==> src/rtl/id_ex_stage_pkg.sv <==
// Shared definitions for the ID/EX stage: control bundle layout and
// bubble encoding, plus the per-edge action type used by the stage.
package id_ex_stage_pkg;

    localparam int CTRL_W = 15;

    // Bit positions inside the packed control bundle
    localparam int C_REGDST   = 14;
    localparam int C_ALUSRC   = 13;
    localparam int C_MEMTOREG = 12;
    localparam int C_REGWRITE = 11;
    localparam int C_MEMREAD  = 10;
    localparam int C_MEMWRITE = 9;
    localparam int C_BRANCH   = 8;
    localparam int C_ALUOP_HI = 7;
    localparam int C_ALUOP_LO = 5;
    localparam int C_JUMP     = 4;
    localparam int C_JR       = 3;
    localparam int C_JAL      = 2;
    localparam int C_BNE      = 1;
    localparam int C_SLIDE    = 0;

    // All-zero bundle: no write, no memory access, no control transfer
    localparam logic [CTRL_W-1:0] CTRL_BUBBLE = '0;

    typedef enum logic [1:0] {
        ACT_CAPTURE,
        ACT_FLUSH,
        ACT_HOLD,
        ACT_STALL
    } act_e;

    function automatic logic is_bubble_act(act_e a);
        return (a == ACT_FLUSH) || (a == ACT_STALL);
    endfunction

endpackage

==> src/rtl/id_ex_stage_hazard.sv <==
// Load-use hazard detector (pure combinational).
// Ports: ex_valid_i/ex_memread_i/ex_rt_i describe EX; id_* describe ID;
//        haz_o is high when ID reads the register a load in EX writes.
module hazard_detect #(
    parameter int RW = 5
) (
    input  logic          ex_valid_i,
    input  logic          ex_memread_i,
    input  logic [RW-1:0] ex_rt_i,
    input  logic          id_valid_i,
    input  logic          id_uses_rt_i,
    input  logic [RW-1:0] id_rs_i,
    input  logic [RW-1:0] id_rt_i,
    output logic          haz_o
);

    logic rs_hit;
    logic rt_hit;

    assign rs_hit = (ex_rt_i == id_rs_i);
    assign rt_hit = id_uses_rt_i & (ex_rt_i == id_rt_i);

    // $0 is hardwired, so a load targeting it never creates a dependency
    assign haz_o = ex_valid_i & ex_memread_i & (ex_rt_i != '0)
                 & (rs_hit | rt_hit) & id_valid_i;

endmodule

==> src/rtl/id_ex_stage.sv <==
// ID/EX pipeline register with load-use bubble insertion and flush.
// Ports: clk, rstn (async low); hold_i freezes all state; flush_i squashes
//   ID; id_* are decoder outputs; ex_* are their registered copies with
//   ex_valid_o; stall_o freezes PC and IF/ID. With ID_EX_PERF_CNT_EN
//   defined, bubble_cnt_o counts inserted bubbles (wrapping, 32 bit).
module id_ex_stage
    import id_ex_stage_pkg::*;
#(
    parameter int DW = 32,
    parameter int RW = 5
) (
    input  logic              clk,
    input  logic              rstn,
    input  logic              hold_i,
    input  logic              flush_i,
    input  logic              id_valid_i,
    input  logic [CTRL_W-1:0] id_ctrl_i,
    input  logic              id_uses_rt_i,
    input  logic [RW-1:0]     id_rs_i,
    input  logic [RW-1:0]     id_rt_i,
    input  logic [RW-1:0]     id_rd_i,
    input  logic [DW-1:0]     id_rd1_i,
    input  logic [DW-1:0]     id_rd2_i,
    input  logic [DW-1:0]     id_imm_i,
    input  logic [4:0]        id_shamt_i,
    input  logic [DW-1:0]     id_pc4_i,
    output logic              ex_valid_o,
    output logic [CTRL_W-1:0] ex_ctrl_o,
    output logic              ex_uses_rt_o,
    output logic [RW-1:0]     ex_rs_o,
    output logic [RW-1:0]     ex_rt_o,
    output logic [RW-1:0]     ex_rd_o,
    output logic [DW-1:0]     ex_rd1_o,
    output logic [DW-1:0]     ex_rd2_o,
    output logic [DW-1:0]     ex_imm_o,
    output logic [4:0]        ex_shamt_o,
    output logic [DW-1:0]     ex_pc4_o,
`ifdef ID_EX_PERF_CNT_EN
    output logic [31:0]       bubble_cnt_o,
`endif
    output logic              stall_o
);

    localparam int PW = 1 + 3*RW + 4*DW + 5;

    logic              valid_q, valid_d;
    logic [CTRL_W-1:0] ctrl_q, ctrl_d;
    logic [PW-1:0]     pay_q, pay_d, pay_in;
    logic              haz;
    act_e              act;

    // Operand/index payload travels as one flat vector
    assign pay_in = {id_uses_rt_i, id_rs_i, id_rt_i, id_rd_i,
                     id_rd1_i, id_rd2_i, id_imm_i, id_shamt_i, id_pc4_i};

    assign {ex_uses_rt_o, ex_rs_o, ex_rt_o, ex_rd_o,
            ex_rd1_o, ex_rd2_o, ex_imm_o, ex_shamt_o, ex_pc4_o} = pay_q;
    assign ex_valid_o = valid_q;
    assign ex_ctrl_o  = ctrl_q;

    hazard_detect #(.RW(RW)) u_hazard_detect (
        .ex_valid_i   (valid_q),
        .ex_memread_i (ctrl_q[C_MEMREAD]),
        .ex_rt_i      (ex_rt_o),
        .id_valid_i   (id_valid_i),
        .id_uses_rt_i (id_uses_rt_i),
        .id_rs_i      (id_rs_i),
        .id_rt_i      (id_rt_i),
        .haz_o        (haz)
    );

    // Flush outranks hold, which outranks the load-use bubble
    always_comb begin
        act = ACT_CAPTURE;
        if (flush_i)     act = ACT_FLUSH;
        else if (hold_i) act = ACT_HOLD;
        else if (haz)    act = ACT_STALL;
    end

    assign stall_o = haz & ~flush_i & ~hold_i;

    always_comb begin
        valid_d = valid_q;
        ctrl_d  = ctrl_q;
        pay_d   = pay_q;
        unique case (act)
            ACT_FLUSH, ACT_STALL: begin
                valid_d = 1'b0;
                ctrl_d  = CTRL_BUBBLE;
                pay_d   = '0;
            end
            ACT_HOLD: begin
                valid_d = valid_q;
            end
            default: begin
                valid_d = id_valid_i;
                ctrl_d  = id_valid_i ? id_ctrl_i : CTRL_BUBBLE;
                pay_d   = pay_in;
            end
        endcase
    end

    always_ff @(posedge clk or negedge rstn) begin
        if (!rstn) begin
            valid_q <= 1'b0;
            ctrl_q  <= CTRL_BUBBLE;
            pay_q   <= '0;
        end else begin
            valid_q <= valid_d;
            ctrl_q  <= ctrl_d;
            pay_q   <= pay_d;
        end
    end

`ifdef ID_EX_PERF_CNT_EN
    logic [31:0] cnt_q, cnt_d;

    assign cnt_d = is_bubble_act(act) ? cnt_q + 32'd1 : cnt_q;

    always_ff @(posedge clk or negedge rstn) begin
        if (!rstn) cnt_q <= '0;
        else       cnt_q <= cnt_d;
    end

    assign bubble_cnt_o = cnt_q;
`endif

endmodule

==> config.mk <==
export PLATFORM = sky130hd
export DESIGN_NAME = id_ex_stage
export DESIGN_NICKNAME = d
export VERILOG_FILES = /design/src/rtl/id_ex_stage_pkg.sv /design/src/rtl/id_ex_stage_hazard.sv /design/src/rtl/id_ex_stage.sv
export SDC_FILE = /design/constraint.sdc
export NUM_CORES = 1
export LEC_CHECK = 0
export CAP_MARGIN = 20
export CORE_ASPECT_RATIO = 1.25
export CORE_MARGIN = 2
export CORE_UTILIZATION = 43
export DETAILED_ROUTE_END_ITERATION = 8
export PLACE_DENSITY = 0.79
export SLEW_MARGIN = 20
export SYNTH_ARGS = -nofsm -noshare
export SYNTH_HDL_FRONTEND = slang
export SYNTH_SLANG_ARGS = --single-unit
==> constraint.sdc <==
create_clock -name clk -period 2.35 [get_ports clk]
set_clock_uncertainty 0.2 [all_clocks]
set_input_delay 0.3525 -clock clk [delete_from_list [all_inputs] [get_ports clk]]
set_output_delay 0.3525 -clock clk [all_outputs]
set_load 0.01 [all_outputs]
==> reports/results.ini, run 1 <==
[timing]
worst_pin_slew_ns = 0.593
fmax_mhz = 421
period_needed_ns = 2.38
relSlewSlack = 0.604
setup_violations = 1
drv_slew = 0
grt_setup_unrepaired = true
holdWs_ns = 0.276
setup_tns_ns = -0.0272
setup_ws_ns = -0.0272
final_hold_viol_count = 0
post-route-period-util = 1.01

[synthesis]
netlist.area_leader.share = 0.529
synth_top_area_cell = dfrtp_1
syn_nets = 942
ys_ff_latch = 165
yosys-top-cells-area = dfrtp_1 (53%), a32oi_1 (15%), nand2_1 (6.7%), o21ai_0 (6.6%), clkbuf_1 (3.2%)
syn_area_um2 = 7810
synth_cell_types = 28
synth_cells = 773
yosys_warnings = 0
ys_seq_area_frac = 0.529
synth_area_per_cell_um2 = 10.1

[clock_tree]
htreeDepth = 4
cts.sinks = 165
cts_buffer_depth = 2
clkLatencyLatePin_ns = 0.42
cts_buffers = 17
clk_pin_slew_ns = 0.07
cts_root_buffer = clkbuf_16
cts_tree = built

[run_status]
failed_checks = setup timing
status = complete, but fails checks

[placed_design]
dp_hpwl_um = 17900
gp_congestion = 0.882
portBuffers = 334

[route]
drc = 0
routed_wl_um = 26900
vias_per_cell = 5.86
first_iter_violations = 688
routedWlPerCell_um = 20.1
vias = 7841
drt_pass1_iterations = 5
drtAntennaViolNets = 0

[setup_path]
path_max_fanout = 2
start_kind = flop
critPathRequiredTime_ns = 1.80
crit_path_end_kind = primary output
critPathKind = reg -> out
crit_arrival_ns = 1.82

[final_layout]
drive_above_1_share = 0.0930
layout_common_cells = clkdlybuf4s50_1 (332), dfrtp_1 (165), nand2_1 (140)
syn_to_final_growth_pct = 60.2
fill_cells = 1334
fin_nets = 1264
final_common_cell = clkdlybuf4s50_1

[power_and_ir_drop]
combinationalPowerShare = 0.231
p_seq_frac = 0.407
p_sw_w = 0.00223
power_switching_share = 0.277
vdd_drop_max_uv = 425
p_per_area_nw_per_um2 = 644
internal-power_w = 0.00582
clkPwrFrac = 0.362
power.total_w = 0.00805
p_leak_nw = 5.15

[floorplan]
dieHeight_um = 155
die_w_um = 125
num_rows = 55
core_um2 = 18000
dieArea_um2 = 19300
io_pins = 335
initial_utilization = 0.435

[grt]
grt_pass1_wl_um = 42100
groute.usage.overall = 0.270
overflow = 0
grt_pass1_vias = 7708
antenna_found_initial = 1
grt_max_degree = 75

[job]
max_cap_viol_count = 0

[worst_hold_path]
hp-class = in -> async

==> critical path: stages (launching register included) <==
cell       delay [ns]
dfrtp_1          0.40
or4_4            0.57
o2111ai_4        0.23
nor3_2           0.07
buf_2            0.14
==> synth_stat cells, drive strengths merged <==
library cell / instances
nor3: 1
o21ai: 138
o2111ai: 1
o22ai: 1
o22a: 1
buf: 25
o221a: 1
nand3: 1
a32oi: 138
and2: 1
a32o: 5
inv: 1
dfrtp: 165
a22o: 21
or4: 1
nand4: 1
nor2b: 2
clkbuf: 66
nor3b: 11
a21o: 26
and3: 15
nor2: 1
nand2: 140
xnor2: 10
==> state kept, by name, summed over array words and instances (netlist names) <==
signal,cells
ex_ctrl_o,15
ex_valid_o,1
pay_q,149
==> path summary, 6_finish.rpt <==
| check | from | end | slack (ns) | cells past startpoint |
|---|---|---|---|---|
| max | pay_q[139]$_DFFE_PN0P_ | stall_o | -0.03 | 4 |
| min | rstn | pay_q[23]$_DFFE_PN0P_ | 0.28 | 2 |
| max reg2reg | pay_q[139]$_DFFE_PN0P_ | pay_q[97]$_DFFE_PN0P_ | 0.11 | 7 |
| min reg2reg | pay_q[77]$_DFFE_PN0P_ | pay_q[77]$_DFFE_PN0P_ | 0.30 | 2 |
| max in group asynchronous | rstn | ex_ctrl_o[8]$_DFFE_PN0P_ | 0.98 | 3 |
| min in group clk | id_rd2_i[31] | pay_q[100]$_DFFE_PN0P_ | 0.28 | 3 |
==> cells by family after synthesis <==
| family | after synthesis | share of synthesized area |
|---|---|---|
| AOI/OAI and AO/OA | 332 | 0.305 |
| DFF | 165 | 0.529 |
| buffers and inverters | 92 | 0.0591 |
| and+or+nand+nor | 174 | 0.0963 |
| xor gates and xnor gates | 10 | 0.0112 |
==> per-stage QoR <==
step                      instances  setup WS, ns   util  instance area (µm²)
after floorplan                 773         0.192      -                 7810
after global placement         1296        -0.294  0.652                11700
after detailed placement       1296        -0.382  0.652                11700
after CTS                      1332       -0.0312  0.693                12400
after global routing           1337       -0.0827  0.697                12500
final                          1337       -0.0272  0.697                12500
==> routing by layer <==
layer	share of wire	track usage
met1	0.39	0.335
met2	0.50	0.450
met3	0.064	0.0533
met4	0.047	0.140
met5	0	0
==> power by group through the flow <==
stage          registers (W)  logic (W)  clock network [W]
2_1_floorplan        0.00344   0.000485                  0
3_3_place_gp         0.00331    0.00181                  0
3_5_place_dp         0.00331    0.00184                  0
4_1_cts              0.00327    0.00186            0.00294
5_1_grt              0.00330    0.00199            0.00308
6_report             0.00328    0.00186            0.00291
==> layout make-up <==
type	instances	area (µm²)	share of cell area
Clock inverter	13	159	0.0127
Sequential cell	165	4130	0.330
Timing Repair Buffer	394	4200	0.336
Tap cell	228	285	0.0228
Multi-Input combinational cell	516	3280	0.262
Clock buffer	19	453	0.0362
Inverter	1	3.75	0.000300
Antenna cell	1	2.50	0.000200
==> what timing repair did <==
item | 4_1_cts | 5_1_grt
endpoints found under the hold margin | 44 | 0
setup buffers | 0 | 3
hold buffers | 1 | 0
setup endpoints to repair | 80 | 22
cloned | 3 | 1
pin swaps | 4 | 2
gates resized for setup | 11 | 5
Power figures use the tool's default switching activity.
==> run 2, diff against run 1 <==
- RECOVER_POWER: default -> 25
==> run 2 against run 1 <==
Effect of this change: the flow still finishes with violations (setup timing); final cell count did not move; first-iteration DRC count fell by 1.5%; wire length is 0.22% lower; largest power group unchanged.
==> reports/results.ini, run 2 (same netlist as run 1, synthesis figures left out) <==
[run_status]
status = complete, but fails checks
failed_checks = setup timing

[floorplan]
initial_utilization = 0.435
dieHeight_um = 155
die_w_um = 125
dieArea_um2 = 19300
core_um2 = 18000
io_pins = 335
num_rows = 55

[timing]
relSlewSlack = 0.156
setup_violations = 1
period_needed_ns = 2.38
post-route-period-util = 1.01
grt_setup_unrepaired = true
fmax_mhz = 421
drv_slew = 0
setup_ws_ns = -0.0266
holdWs_ns = 0.282
final_hold_viol_count = 0
worst_pin_slew_ns = 1.27
setup_tns_ns = -0.0266

[route]
first_iter_violations = 678
drt_pass1_iterations = 5
vias_per_cell = 5.86
vias = 7836
routed_wl_um = 26800
routedWlPerCell_um = 20.0
drtAntennaViolNets = 0
drc = 0

[setup_path]
r2r-start = pay_q[139]$_DFFE_PN0P_
max_stage_delay_ns = 0.57
critPathKind = reg -> out
r2r_end = pay_q[76]$_DFFE_PN0P_
crit_arrival_ns = 1.82
start_kind = flop
crit_path_end_kind = primary output
critPathRequiredTime_ns = 1.80
rrSetupSlack_ns = 0.11
crit_chain = or4_4 -> o2111ai_4 -> nor3_2 -> buf_2
path_max_fanout = 2
cp_slowest_cell = or4_4
r2r_cells = 6
startpoint = pay_q[139]$_DFFE_PN0P_
endpoint = stall_o

[grt]
antenna_found_initial = 1
grt_max_degree = 75
overflow = 0
grt_pass1_vias = 7708
grt_pass1_wl_um = 42100
groute.usage.overall = 0.270

[placed_design]
dp.cells = 1296
portBuffers = 334
gp_congestion = 0.882
placed_area_um2 = 11700
dp_hpwl_um = 17900

[power_and_ir_drop]
p_leak_nw = 5.13
vdd_drop_max_uv = 425
p_per_area_nw_per_um2 = 645

[final_layout]
fin_nets = 1264
fill_cells = 1346
layout_common_cells = clkdlybuf4s50_1 (332), dfrtp_1 (165), nand2_1 (140)
regArea_um2 = 4130
stdcell_area_um2 = 12500
multi_input_area_um2 = 3280
drive_above_1_share = 0.0921
syn_to_final_growth_pct = 59.6
final_common_cell = clkdlybuf4s50_1
final_cells = 1337
top_register = pay_q
largest_register_ffs = 149

[clock_tree]
cts_buffers = 17
cts_root_buffer = clkbuf_16
htreeDepth = 4
clkLatencyLatePin_ns = 0.42
clk_pin_slew_ns = 0.07
cts_buffer_depth = 2
cts.sinks = 165
cts_tree = built

[job]
max_cap_viol_count = 0

[worst_hold_path]
hp-class = in -> reg

run 2: cell types whose count changed in the layout (fill, tap and decap cells not counted):
| cell | change |
|---|---|
| clkbuf_4 | +2 |
| clkbuf_1 | +1 |
| buf_12 | -3 |
| buf_4 | -2 |
| clkbuf_2 | +2 |
run 2: per-stage QoR:
| stage | total power (W) | worst slack, ns | util |
|---|---|---|---|
| 2_1_floorplan | 0.00393 | 0.192 | - |
| 3_3_place_gp | 0.00512 | -0.294 | 0.652 |
| 3_5_place_dp | 0.00516 | -0.382 | 0.652 |
| 4_1_cts | 0.00807 | -0.0312 | 0.693 |
| 5_1_grt | 0.00836 | -0.0827 | 0.694 |
| 6_report | 0.00804 | -0.0266 | 0.694 |
run 2: final cells by class:
class / count / area share
multi-input combinational: 516 / 0.263
tap: 228 / 0.0229
sequential: 165 / 0.331
antenna: 1 / 0.000201
clock inverter: 13 / 0.0127
inverter: 1 / 0.000301
clock buffer: 19 / 0.0363
timing repair buffer: 394 / 0.333
run 2: how the worst min path moves through the flow:
stage                     slack, ns          from  depth (start not counted)                  endpoint
after global placement         0.15          rstn                          1     pay_q[96]$_DFFE_PN0P_
after floorplan               -0.14          rstn                          0  ex_ctrl_o[0]$_DFFE_PN0P_
final                          0.28  id_rd2_i[31]                          3    pay_q[100]$_DFFE_PN0P_
after global routing           0.29  id_rd2_i[29]                          3     pay_q[98]$_DFFE_PN0P_
after detailed placement       0.14          rstn                          1    pay_q[103]$_DFFE_PN0P_
after CTS                      0.25          rstn                          2     pay_q[23]$_DFFE_PN0P_
run 2: repair_timing:
item / in CTS / in global routing
pin swaps: 4 / 2
hold endpoints to repair: 44 / 0
hold buffers: 1 / 0
resized for setup: 11 / 5
buffers inserted: 0 / 3
setup endpoints to repair: 80 / 22
gates cloned: 3 / 1
run 2: power breakdown:
group          internal, W  switching [W]
clock              0.00166        0.00125
sequential         0.00311       0.000164
combinational      0.00104       0.000809
run 2: worst max-delay path: cells and delay by family, from the launching register on:
kind,cells,cell delay [ns]
flops,1,0.39
compound gates,1,0.23
buf+inv,1,0.14
simple gates,2,0.64
run 2: layer usage:
layer	up-vias	track usage	part of all wire	wire length [µm]
met5	-	0	0	0
met4	0	0.140	0.046	1240
met3	82	0.0533	0.066	1760
met2	383	0.450	0.50	13500
met1	3768	0.335	0.38	10300
li1	3603	-	-	-
